==> src/rtl/interp_outfifo.sv <==
// interp_outfifo
//   Rate-matching output buffer for the nearest-neighbor interpolator.
//   Samples are captured on the interpolator strobe and presented on a
//   valid/ready stream. When the buffer is full and not being read, the
//   incoming sample is dropped and counted.
//
// Ports
//   i_clk, i_reset      clock, synchronous active-high reset
//   i_ce, i_data        sample strobe and sample from the interpolator
//   o_valid, i_ready    output handshake
//   o_data              oldest stored sample (meaningful while o_valid)
//   o_fill              stored sample count, including the presented one
//   o_overflow          sticky "a sample was dropped" flag
//   i_clr_overflow      clears o_overflow and o_drops
//   o_drops             saturating dropped-sample count
module interp_outfifo #(
    parameter int DW     = 28,
    parameter int LGFIFO = 4,
    parameter int DROPW  = 16
) (
    input  logic              i_clk,
    input  logic              i_reset,
    input  logic              i_ce,
    input  logic [DW-1:0]     i_data,
    output logic              o_valid,
    input  logic              i_ready,
    output logic [DW-1:0]     o_data,
    output logic [LGFIFO:0]   o_fill,
    output logic              o_overflow,
    input  logic              i_clr_overflow,
    output logic [DROPW-1:0]  o_drops
);

    localparam int DEPTH = 1 << LGFIFO;
    localparam logic [LGFIFO:0] FULL_CNT = DEPTH[LGFIFO:0];

    logic [DW-1:0]     mem [DEPTH];
    logic [LGFIFO-1:0] wr, rd;
    logic              full, rd_en, wr_en, drop;

    assign full    = (o_fill == FULL_CNT);
    assign o_valid = (o_fill != '0);
    assign o_data  = mem[rd];

    // A read in the same cycle frees a slot, so a full buffer that is
    // being drained still accepts the new sample.
    assign rd_en = o_valid && i_ready;
    assign wr_en = i_ce && (!full || rd_en);
    assign drop  = i_ce && full && !rd_en;

    // Storage is not reset; pointers make stale contents unreachable.
    always_ff @(posedge i_clk) begin
        if (wr_en && !i_reset)
            mem[wr] <= i_data;
    end

    always_ff @(posedge i_clk) begin
        if (i_reset) begin
            wr     <= '0;
            rd     <= '0;
            o_fill <= '0;
        end else begin
            if (wr_en)
                wr <= wr + 1'b1;
            if (rd_en)
                rd <= rd + 1'b1;
            if (wr_en && !rd_en)
                o_fill <= o_fill + 1'b1;
            else if (rd_en && !wr_en)
                o_fill <= o_fill - 1'b1;
        end
    end

    // A drop in the same cycle as a clear wins: the flag stays set and
    // the count restarts at one.
    always_ff @(posedge i_clk) begin
        if (i_reset) begin
            o_overflow <= 1'b0;
            o_drops    <= '0;
        end else if (drop) begin
            o_overflow <= 1'b1;
            if (i_clr_overflow)
                o_drops <= DROPW'(1);
            else if (o_drops != '1)
                o_drops <= o_drops + 1'b1;
        end else if (i_clr_overflow) begin
            o_overflow <= 1'b0;
            o_drops    <= '0;
        end
    end

endmodule
==> config.mk <==
export PLATFORM = sky130hd
export DESIGN_NAME = interp_outfifo
export DESIGN_NICKNAME = d
export VERILOG_FILES = /design/src/rtl/interp_outfifo.sv
export SDC_FILE = /design/constraint.sdc
export NUM_CORES = 1
export LEC_CHECK = 0
export ABC_AREA = 1
export CORE_MARGIN = 1.5
export CORE_UTILIZATION = 40
export CTS_CLUSTER_SIZE = 25
export DETAILED_ROUTE_END_ITERATION = 10
export GPL_ROUTABILITY_DRIVEN = 0
export PLACE_DENSITY = 0.64
export RECOVER_POWER = 25
export SYNTH_ARGS = -nofsm -noshare
export SYNTH_HDL_FRONTEND = slang
export SYNTH_SLANG_ARGS = --single-unit
export TNS_END_PERCENT = 5
==> constraint.sdc <==
create_clock -name i_clk -period 6.8 [get_ports i_clk]
set_clock_uncertainty 0.2 [all_clocks]
set_input_delay 1.36 -clock i_clk [delete_from_list [all_inputs] [get_ports i_clk]]
set_output_delay 1.36 -clock i_clk [all_outputs]
set_load 0.02 [all_outputs]
==> results of run 1 <==
## worst max path at each step
| stage | startpoint | to | slack (ns) | cells past startpoint |
|---|---|---|---|---|
| floorplan | i_reset | mem[15][0]$_DFFE_PP_ | 3.13 | 4 |
| global placement | i_reset | mem[4][17]$_DFFE_PP_ | 2.09 | 4 |
| detailed placement | i_reset | mem[9][9]$_DFFE_PP_ | 1.99 | 4 |
| CTS | flip-flop | o_data[11] | 1.84 | 6 |
| global route | flip-flop | o_data[11] | 1.68 | 6 |
| finish | flip-flop | o_data[11] | 1.95 | 6 |
## sequential cells by signal (all words and copies together) (netlist names), named ones only
signal,flops
rd,4
o_fill,5
mem,448
o_overflow,1
o_drops,16
wr,4
## synthesized netlist by cell type
cell / count / share of area, %
xor2_1: 4 / 0.17
o21ai_1: 43 / 1.1
nand4_4: 1 / 0.11
a21oi_1: 132 / 3.3
nand4_2: 1 / 0.062
buf_1: 13 / 0.24
o21bai_1: 2 / 0.074
nand2_1: 223 / 4.1
inv_2: 2 / 0.037
nand3_1: 195 / 4.8
buf_2: 14 / 0.35
nand2_2: 1 / 0.031
buf_4: 24 / 0.89
nor2_2: 5 / 0.16
xnor2_1: 1 / 0.043
ha_1: 10 / 0.62
o21ai_0: 80 / 2.0
fa_1: 1 / 0.099
edfxtp_1: 448 / 67
nand4_1: 7 / 0.22
dfxtp_1: 34 / 3.4
and2_1: 1 / 0.031
inv_4: 1 / 0.031
nand2_4: 1 / 0.056
or2_2: 1 / 0.031
nor3_1: 1 / 0.025
clkbuf_1: 30 / 0.56
o211ai_1: 112 / 4.2
inv_1: 262 / 4.9
buf_6: 14 / 0.78
nor2_1: 54 / 1.0
## worst max-delay path: cells and delay by family, from the launching register on
kind                   cells  cell delay, ns
and+or+nand+nor            3            0.45
AOI/OAI and AO/OA          1            0.18
buffers and inverters      2            1.08
DFF                        1            0.87
## metrics by stage
step           instance area, sq um  total power, uW  hold WS [ns]  util, %  std cells
5_1_grt                       23100             7980         0.326     46.2       2479
6_report                      23100             7630         0.271     46.2       2479
4_1_cts                       23100             7700         0.275     46.2       2479
3_5_place_dp                  21600             5120         0.264     43.1       2388
2_1_floorplan                 20200             4600         0.246        -       1718
3_3_place_gp                  21600             5080         0.257     43.1       2388
## metal layers
layer  vias to the layer above  GRT usage [%]  wire length (um)
met4                         4           8.40              1810
met2                       299           29.7             21900
met5                         -              0                29
li1                       6123              -                 -
met3                        80           2.57              1980
met1                      5979           21.7             18600
## cells by family after synthesis
family / Yosys count / share of synthesized area [%]
DFF: 482 / 70.0
adders and majority gates: 11 / 0.719
buffers and inverters: 360 / 7.76
AOI/OAI and AO/OA: 369 / 10.6
xor gates and xnor gates: 5 / 0.217
and+or+nand+nor: 491 / 10.7
## final cells by class
| type | instances | area share [%] |
|---|---|---|
| clock buffers | 63 | 5.77 |
| inverters | 265 | 4.32 |
| multi-input cells | 876 | 19.9 |
| repair buffers | 93 | 4.19 |
| flip-flops and latches | 482 | 61.3 |
| well taps | 672 | 3.64 |
| clock inverters | 28 | 0.927 |
## power groups by stage
stage               sequential [uW]  combinational [uW]  clock (uW)
detailed placement             3480                1640           0
floorplan                      3410                1190           0
global route                   3430                1810        2750
CTS                            3420                1640        2640
global placement               3480                1610           0
finish                         3420                1620        2600
==> metrics.md, run 1 <==
| Metric | Value |
|---|---|
| CP required | 5.24 ns |
| Max-Cap Viols | 0 |
| Antenna Nets Post-Route | 0 |
| Fmax | 0.206 GHz |
| Post_cts resized | 0 |
| Clock Power Share | roughly 34% |
| Yosys reg bits | 482 |
| CTS root buffer | clkbuf_16 |
| Area of the multi-input gates | approximately 4600 sq um |
| WHS Path Cells | 2 |
| Netlist cell types | 31 |
| CP endpoint kind | output pin |
| DRT Pass-1 Iters | 5 |
| FF/Latch Area | 14,100 sq um |
| Reg2Reg Launch Point | o_fill[0]$_SDFFE_PP0P_ |
| Power Density | 330 nW/um^2 |
| Tot GR Track Use | roughly 17% |
| Wire per inst | 17.8 um |
| Status | finished, final reports clean |
| Seq/Total Area, Yosys | 70.0% |
| RSZ-0062 raised after global routing | false |
| Ant diodes | 0 |
| Maximum buffer depth of the clock tree | 3 |
| Area growth syn-to-layout | 14.4% |
| Min cycle time layout | around 4.9 ns |
| Nets@finish | 1,812 |
| First-pass GRT wire length | 68.6 mm |
| # hold bufs at CTS | 0 |
| Syn Area/Cell | 11.7 sq um |
| Commonest non-fill, non-tap cell in the layout | edfxtp_1 |
| DR iter-0 viols | 961 |
| Clock-pin slew on the worst setup and hold paths | 0.06 ns |
| Cells along the critical path | buf_12, o211ai_1, nand3_1, nand3_1, nand2_1, clkdlybuf4s50_1 |
| Leakage | 0.00810 uW |
| Clk_lat worst skew | 0.58 ns |
| Post-Syn Instances | between 1,500 and 2,000 |
| Critical path's largest stage delay | 0.87 ns |
| Part of the cycle the worst path needs | 71.4% |
| Fin. Hold Viols | 0 |
| Cell type of the slowest stage on the worst timing path | dfxtp_4 |
| Slew Viols, Final | 0 |
| WP data arrival | 3.29 ns |
| Worst vdd ir | 183 uV |
| Antenna violations before repair | 2 |
| Mapped Nets | 1,762 |
| DIE WIDTH | 228 um |
| Worst setup margin | between 1.5 and 2 ns |
| Syn Std Cell Area | 20,200 sq um |
| R2R setup slack | approximately 4.0 ns |
| Post-DR vias/cell | 5.04 |
| Crit path top cell by count | nand3_1 |
| Largest net degree at the start of global routing | 135 |
| CP Launch Type | flip-flop |
| Syn. warnings | 0 |
| P_sw | roughly 2200 uW |
| # DRC | 0 |
| Vias | between 10,000 and 15,000 |
| Final Setup Violations | 0 |
| Reg power frac | between 40 and 50% |
| Setup TNS Final | 0 ns |
| Most frequent cells in the layout | edfxtp_1 (448), inv_1 (261), nand2_1 (223), nand3_1 (195), a21oi_1 (132) |
| CTS buffer count | 50 |
| Vias in the first global route | 12,300 |
| Starting Density | about two fifths |
| DP HPWL | around 26 mm |
| CTS tree | yes |
| Critical path type | reg2out |
| CORE AREA | 50,000 sq um |
| Logic gate share of total power | a little over a fifth |
| Die footprint | 51,800 sq um |
| GR Overflow Total | 0 |
| DRT Wirelength | 44.2 mm |
| H-tree Lvls | 2 |
| Fill cells | 4,518 |
| P_int | approximately 5400 uW |
| Relative slew slack | 31.1% |
| Worst-Margin Slew | 1.03 ns |
| Layout cell share with drive strength beyond 1 | 6.25% |
| Switch share | 29.2% |
| Min-delay worst type | reg2reg |
| # rows | 82 |
| IO Count | 84 |
| Number of port buffers | 83 |
| CP Max Fanout | 134 |
| Reg2reg end | mem[4][7]$_DFFE_PP_ |
| DIE HEIGHT | around 230 um |
| R2R cell count | 6 |
| Clock sinks | 482 |
| Postcts setup bufs | 0 |
| Hold Startpoint | rd[2]$_SDFFE_PP0N_ |
| Worst slack at placement | 1.99 ns |
No activity file was read; power rests on OpenSTA's default activity.
==> run 2, diff against run 1 <==
==> constraint.sdc (replaced) <==
create_clock -name i_clk -period 4.95 [get_ports i_clk]
set_clock_uncertainty 0.2 [all_clocks]
set_input_delay 0.99 -clock i_clk [delete_from_list [all_inputs] [get_ports i_clk]]
set_output_delay 0.99 -clock i_clk [all_outputs]
set_load 0.02 [all_outputs]
==> run 2 against run 1 <==
Compared with the run above: sequential power up 36%; total power up 44%; clock power up 50%; die area unchanged; sequential share of layout area down 0.87 points; first-iteration DRC count up 19%; hold slack about the same; worst setup slack worse by 1.2 ns; critical path type unchanged; largest power group unchanged.
==> metrics.md, run 2 (synthesis gave the netlist of run 1 again) <==
| Metric | Value |
|---|---|
| Number of port buffers | 83 (unchanged) |
| Critical path type | reg2out |
| Area growth syn-to-layout | 16.1% |
| Reg2Reg Launch Point | o_fill[0]$_SDFFE_PP0P_ |
| DR iter-0 viols | 1,139 (+19%) |
| CP Max Fanout | 41 (-69%) |
| Top flop regs | mem: 448 flops, o_drops: 16 flops, o_fill: 5 flops |
| CP endpoint kind | output pin |
| Antenna Nets Post-Route | 0 (unchanged) |
| Starting Density | 40.4% (unchanged) |
| Tot GR Track Use | 19.5% (+2.1 points) |
| Max-Cap Viols | 0 (unchanged) |
| Relative slew slack | 29.2% (-1.9 points) |
| Clock-pin slew on the worst setup and hold paths | 0.06 ns (about the same) |
| Slew Viols, Final | 0 (unchanged) |
| # hold bufs at CTS | 0 (unchanged) |
| # DRC | 0 (unchanged) |
| Min cycle time layout | between 4 and 5 ns |
| WP data arrival | 3.01 ns (-0.28 ns) |
| Fin. Hold Viols | 0 (unchanged) |
| Post-DR vias/cell | 5.23 (+3.9%) |
| Vias | 13,100 (+4.9%) |
| Power Density | 468 nW/um^2 (+42%) |
| CTS buffer count | 51 (+2.0%) |
| GR Overflow Total | 0 (unchanged) |
| H-tree Lvls | 2 (unchanged) |
| DRT Pass-1 Iters | 5 (unchanged) |
| Cells along the critical path | buf_4, o211ai_1, nand3_1, nand3_1, nand2_1, clkdlybuf4s50_1 |
| Postcts setup bufs | 0 (unchanged) |
| Setup TNS Final | 0 ns (unchanged) |
| Part of the cycle the worst path needs | 84.8% |
| # rows | 82 (unchanged) |
| Die footprint | 51,800 sq um (unchanged) |
| Wire per inst | 19.8 um (+11%) |
| Antenna violations before repair | 0 (-2) |
| Commonest non-fill, non-tap cell in the layout | edfxtp_1 |
| Vias in the first global route | 12,700 (+3.2%) |
| Worst vdd ir | 269 uV (+47%) |
| Maximum buffer depth of the clock tree | 3 (unchanged) |
| CP Launch Type | flip-flop |
| Layout cell share with drive strength beyond 1 | 7.81% (+1.6 points) |
| Status | finished, final reports clean |
| Hold_ws | 0.271 ns (-0.000319 ns) |
| Final Setup Violations | 0 (unchanged) |
| RSZ-0062 raised after global routing | false |
| CORE AREA | 50,000 sq um (unchanged) |
| Post_cts resized | 0 (unchanged) |
| CTS root buffer | clkbuf_16 |
| Min-delay worst type | reg2reg |
| Leakage | 0.00831 uW (+2.6%) |
| Reg2reg end | mem[8][24]$_DFFE_PP_ |
| R2R setup slack | 2.21 ns (-1.76 ns) |
| DIE HEIGHT | 228 um (unchanged) |
| Critical path's largest stage delay | 0.69 ns (-0.18 ns) |
| IO Count | 84 (unchanged) |
| DRT Wirelength | 49.7 mm (+12%) |
| First-pass GRT wire length | 75.3 mm (+9.8%) |
| Clock sinks | 482 (unchanged) |
| Max FFs per register | 448 (unchanged) |
| Clk_lat worst skew | 0.58 ns (about the same) |
| Cell type of the slowest stage on the worst timing path | dfxtp_4 |
| Largest Register | mem |
| CTS tree | yes |
| DP HPWL | 29.2 mm (+13%) |
| Ant diodes | 0 (unchanged) |
| Fmax | between 0.2 and 0.25 GHz |
| Crit path top cell by count | nand3_1 |
| Largest net degree at the start of global routing | 124 (-8.1%) |
| Worst-Margin Slew | 1.06 ns (+0.0279 ns) |
| R2R cell count | 6 (unchanged) |
| Nets@finish | 1,833 (+1.2%) |
| Most frequent cells in the layout | edfxtp_1 (448), inv_1 (261), nand2_1 (223), nand3_1 (195), a21oi_1 (132) |
| CP required | 3.76 ns (-1.48 ns) |
| DIE WIDTH | 228 um (unchanged) |
| Worst setup path endpoint | o_data[25] |
-- run 2: critical path: cells and delay by family, from the launching register on --
family	cells	cell delay, ns
AO/OA/AOI/OAI	1	0.16
AND/OR/NAND/NOR	3	0.47
buffers and inverters	2	1.05
flip-flops	1	0.69
-- run 2: final cells by class --
cell class	instances	area, sq um
multi-input cells	876	4590
repair buffers	113	1130
inverters	265	997
fillers	4457	26500
flip-flops and latches	482	14100
clock inverters	36	377
clock buffers	59	1340
well taps	672	841
-- run 2: report_power, final --
part           leakage, uW  switching [uW]  internal [uW]
Clock             0.000853            1580           2310
Sequential         0.00432             118           4530
Combinational      0.00314            1550            868
Total              0.00831            3250           7710
-- run 2: how the worst min path moves through the flow --
stage / endpoint / startpoint / cells after the start
3_5_place_dp: flip-flop / rd[2]$_SDFFE_PP0N_ / 2
5_1_grt: o_overflow$_SDFFE_PP0P_ / o_overflow$_SDFFE_PP0P_ / 2
3_3_place_gp: flip-flop / rd[2]$_SDFFE_PP0N_ / 2
2_1_floorplan: flip-flop / rd[2]$_SDFFE_PP0N_ / 2
6_report: flip-flop / rd[2]$_SDFFE_PP0N_ / 2
4_1_cts: flip-flop / rd[2]$_SDFFE_PP0N_ / 2
-- run 2: per-layer routing --
layer	wire length (um)	global-route usage (%)	vias up
met5	0	0	-
met4	1450	6.96	0
met3	2810	2.58	80
met2	24500	32.9	381
met1	20900	25.8	6469
li1	-	-	6172
-- run 2: per-stage QoR --
step / utilization [%] / worst slack, ns / cell area [sq um] / cells / power, uW
after floorplan: - / 1.65 / 20200 / 1718 / 6320
after global placement: 43.5 / 1.33 / 21700 / 2408 / 7110
after detailed placement: 43.5 / 1.26 / 21700 / 2408 / 7140
after CTS: 46.9 / 0.728 / 23400 / 2503 / 11000
after global routing: 46.9 / 0.647 / 23400 / 2503 / 11400
final: 46.9 / 0.751 / 23400 / 2503 / 11000
==> run 3, diff against run 2 <==
==> constraint.sdc (replaced) <==
create_clock -name i_clk -period 3.9 [get_ports i_clk]
set_clock_uncertainty 0.2 [all_clocks]
set_input_delay 0.78 -clock i_clk [delete_from_list [all_inputs] [get_ports i_clk]]
set_output_delay 0.78 -clock i_clk [all_outputs]
set_load 0.02 [all_outputs]
==> run 3 against run 2 <==
Compared with the run above: flip-flop and latch count did not move; critical endpoint is now o_data[20]; global-route usage fell by 1.5 points; highest routed layer unchanged; critical path type unchanged; count of clock-buffer cells in the layout rose by 6; final cell count rose by 0.32%; hold slack improved by 0.0014 ns; largest cell class unchanged; cell area rose by 0.30%; non-clock buffer count rose by 14; die area did not move; worst setup slack got worse by 0.54 ns.
==> metrics.md, run 3 (synthesis gave the netlist of run 1 again) <==
| Metric | Value |
|---|---|
| Dpl cell area | 22,000 sq um (+1.2%) |
| CTS tree | yes |
| DRT Pass-1 Iters | 5 (unchanged) |
| Nets@finish | 1,844 (+0.60%) |
| Relative slew slack | 38.0% (+8.8 points) |
| GR Overflow Total | 0 (unchanged) |
| Reg2Reg Launch Point | o_fill[0]$_SDFFE_PP0P_ |
| Finished Layout Cells | 2,511 (+0.32%) |
| P_sw | 3820 uW (+18%) |
| Wire per inst | 18.3 um (-7.6%) |
| DR iter-0 viols | 1,249 (+9.7%) |
| Worst path bufs/invs | 2 (unchanged) |
| Clock sinks | 482 (unchanged) |
| DRT Wirelength | 46.1 mm (-7.3%) |
| Logic gate share of total power | 22.3% (+0.3 points) |
| Min-delay worst type | reg2reg |
| Leakage | 0.00830 uW (-0.10%) |
| # DRC | 0 (unchanged) |
| RSZ-0062 raised after global routing | false |
| Largest net degree at the start of global routing | 117 (-5.6%) |
| Cells along the critical path | buf_12, o21ai_0, nand3_1, nand3_1, nand2_1, clkdlybuf4s50_1 |
| FF/Latch Area | 14,100 sq um (unchanged) |
| Power Density | 564 nW/um^2 (+21%) |
| Area growth syn-to-layout | 16.4% |
| Die footprint | 51,800 sq um (unchanged) |
| Fmax | roughly 0.27 GHz |
| CORE AREA | 50,000 sq um (unchanged) |
| Worst path depth | 6 (unchanged) |
| Fin. Hold Viols | 0 (unchanged) |
| Crit path top cell by count | nand3_1 |
| Clock Power Share | 33.2% (-2.3 points) |
| DIE HEIGHT | 228 um (unchanged) |
| Worst-Margin Slew | 0.931 ns (-0.129 ns) |
| Min cycle time layout | 3.69 ns |
| Max FFs per register | 448 (unchanged) |
| Max-Cap Viols | 0 (unchanged) |
| CP Launch Type | flip-flop |
| Starting Density | 40.4% (unchanged) |
| Largest Register | mem |
| R2R setup slack | 1.25 ns (-0.96 ns) |
| CP Max Fanout | 104 (+150%) |
| Setup TNS Final | 0 ns (unchanged) |
| Clk_lat worst skew | 0.55 ns (-0.03 ns) |
| Number of port buffers | 83 (unchanged) |
| H-tree Lvls | 2 (unchanged) |
| P_int | 9430 uW (+22%) |
| Final instance area | 23,500 sq um (+0.30%) |
| CTS buffer count | 48 (-5.9%) |
| Critical path type | reg2out |
| Clock-pin slew on the worst setup and hold paths | 0.06 ns (about the same) |
| Part of the cycle the worst path needs | 94.7% |
| Reg2reg end | o_fill[4]$_SDFFE_PP0P_ |
| Tot GR Track Use | 18.0% (-1.5 points) |
| Switch share | 28.8% (-0.84 points) |
| CTS root buffer | clkbuf_16 |
| Cell type of the slowest stage on the worst timing path | clkdlybuf4s50_1 |
| Worst vdd ir | 319 uV (+19%) |
| Fill cells | 4,476 (+0.43%) |
| First-pass GRT wire length | 71.0 mm (-5.7%) |
| CP required | 2.92 ns (-0.84 ns) |
| CP endpoint kind | output pin |
| Top flop regs | mem: 448 flops, o_drops: 16 flops, o_fill: 5 flops |
| Vias | 12,800 (-2.4%) |
| R2R cell count | 14 (+8) |
| Placed Instances | 2,420 (+0.50%) |
| # hold bufs at CTS | 0 (unchanged) |
| Slew Viols, Final | 0 (unchanged) |
| DP HPWL | 25.4 mm (-13%) |
| # rows | 82 (unchanged) |
| IO Count | 84 (unchanged) |
| Reg power frac | 44.4% (+2.0 points) |
| Vias in the first global route | 12,300 (-3.1%) |
| Maximum buffer depth of the clock tree | 3 (unchanged) |
| Most frequent cells in the layout | edfxtp_1 (448), inv_1 (261), nand2_1 (223), nand3_1 (195), a21oi_1 (132) |
| WHS Path Cells | 2 (unchanged) |
| Critical path's largest stage delay | 0.61 ns (-0.08 ns) |
| Area of the multi-input gates | 4590 sq um (unchanged) |
| WP data arrival | 2.71 ns (-0.30 ns) |
| Antenna Nets Post-Route | 0 (unchanged) |
| DIE WIDTH | 228 um (unchanged) |
| Layout cell share with drive strength beyond 1 | 7.57% (-0.24 points) |
| Final Setup Violations | 0 (unchanged) |
| Hold path endpoint | o_overflow$_SDFFE_PP0P_ |
| CP top delay family | buffers and inverters |
| Hold Startpoint | o_overflow$_SDFFE_PP0P_ |
| Antenna violations before repair | 3 (+3) |
| Post-DR vias/cell | 5.09 (-2.7%) |
| Status | finished, final reports clean |
| Commonest non-fill, non-tap cell in the layout | edfxtp_1 |
run 3: worst max path at each step:
stage,start,to
floorplan,i_reset,mem[15][0]$_DFFE_PP_
global placement,i_ready,o_fill[3]$_SDFFE_PP0P_
detailed placement,i_ready,o_fill[4]$_SDFFE_PP0P_
CTS,flip-flop,o_data[20]
global route,flip-flop,o_data[20]
finish,flip-flop,o_data[20]
run 3: repair_timing:
| item | in CTS | in global routing |
|---|---|---|
| gates resized for setup | 0 | 0 |
| endpoints found under the hold margin | 0 | 0 |
| buffers inserted | 0 | 2 |
| endpoints found under the setup margin | 0 | 18 |
run 3: layer usage:
metal  vias to the layer above  track usage, %  wire length (um)
li1                       6182               -                 -
met1                      6208            25.7             20900
met2                       338            29.1             21800
met3                        62            2.67              2460
met4                         0            4.36               838
met5                         -               0                 0
run 3: power groups by stage:
stage	clock (uW)	combinational (uW)	sequential [uW]
floorplan	0	2080	5940
finish	4400	2960	5890
global placement	0	2880	6020
global route	4680	3310	5900
detailed placement	0	2910	6030
CTS	4490	2930	5920
run 3: cell type report:
class | count | share of cell area [%]
well taps | 672 | 3.58
inverters | 265 | 4.25
flip-flops and latches | 482 | 60.2
repair buffers | 127 | 6.04
diodes | 2 | 0.0213
multi-input cells | 876 | 19.6
clock buffers | 65 | 5.57
clock inverters | 22 | 0.783
run 3: stage by stage:
stage | hold WS (ns) | util, % | setup slack [ns] | total power (uW)
4_1_cts | 0.277 | 46.9 | 0.0810 | 13300
3_5_place_dp | 0.265 | 44.0 | 0.506 | 8940
5_1_grt | 0.314 | 47.0 | 0.0401 | 13900
3_3_place_gp | 0.254 | 44.0 | 0.534 | 8890
6_report | 0.272 | 47.0 | 0.206 | 13200
2_1_floorplan | 0.246 | - | 0.811 | 8020
run 3: worst min-delay path, stage by stage, from the launching register on:
cell	delay (ns)
dfxtp_1	0.31
nand2_1	0.06
a21oi_1	0.06
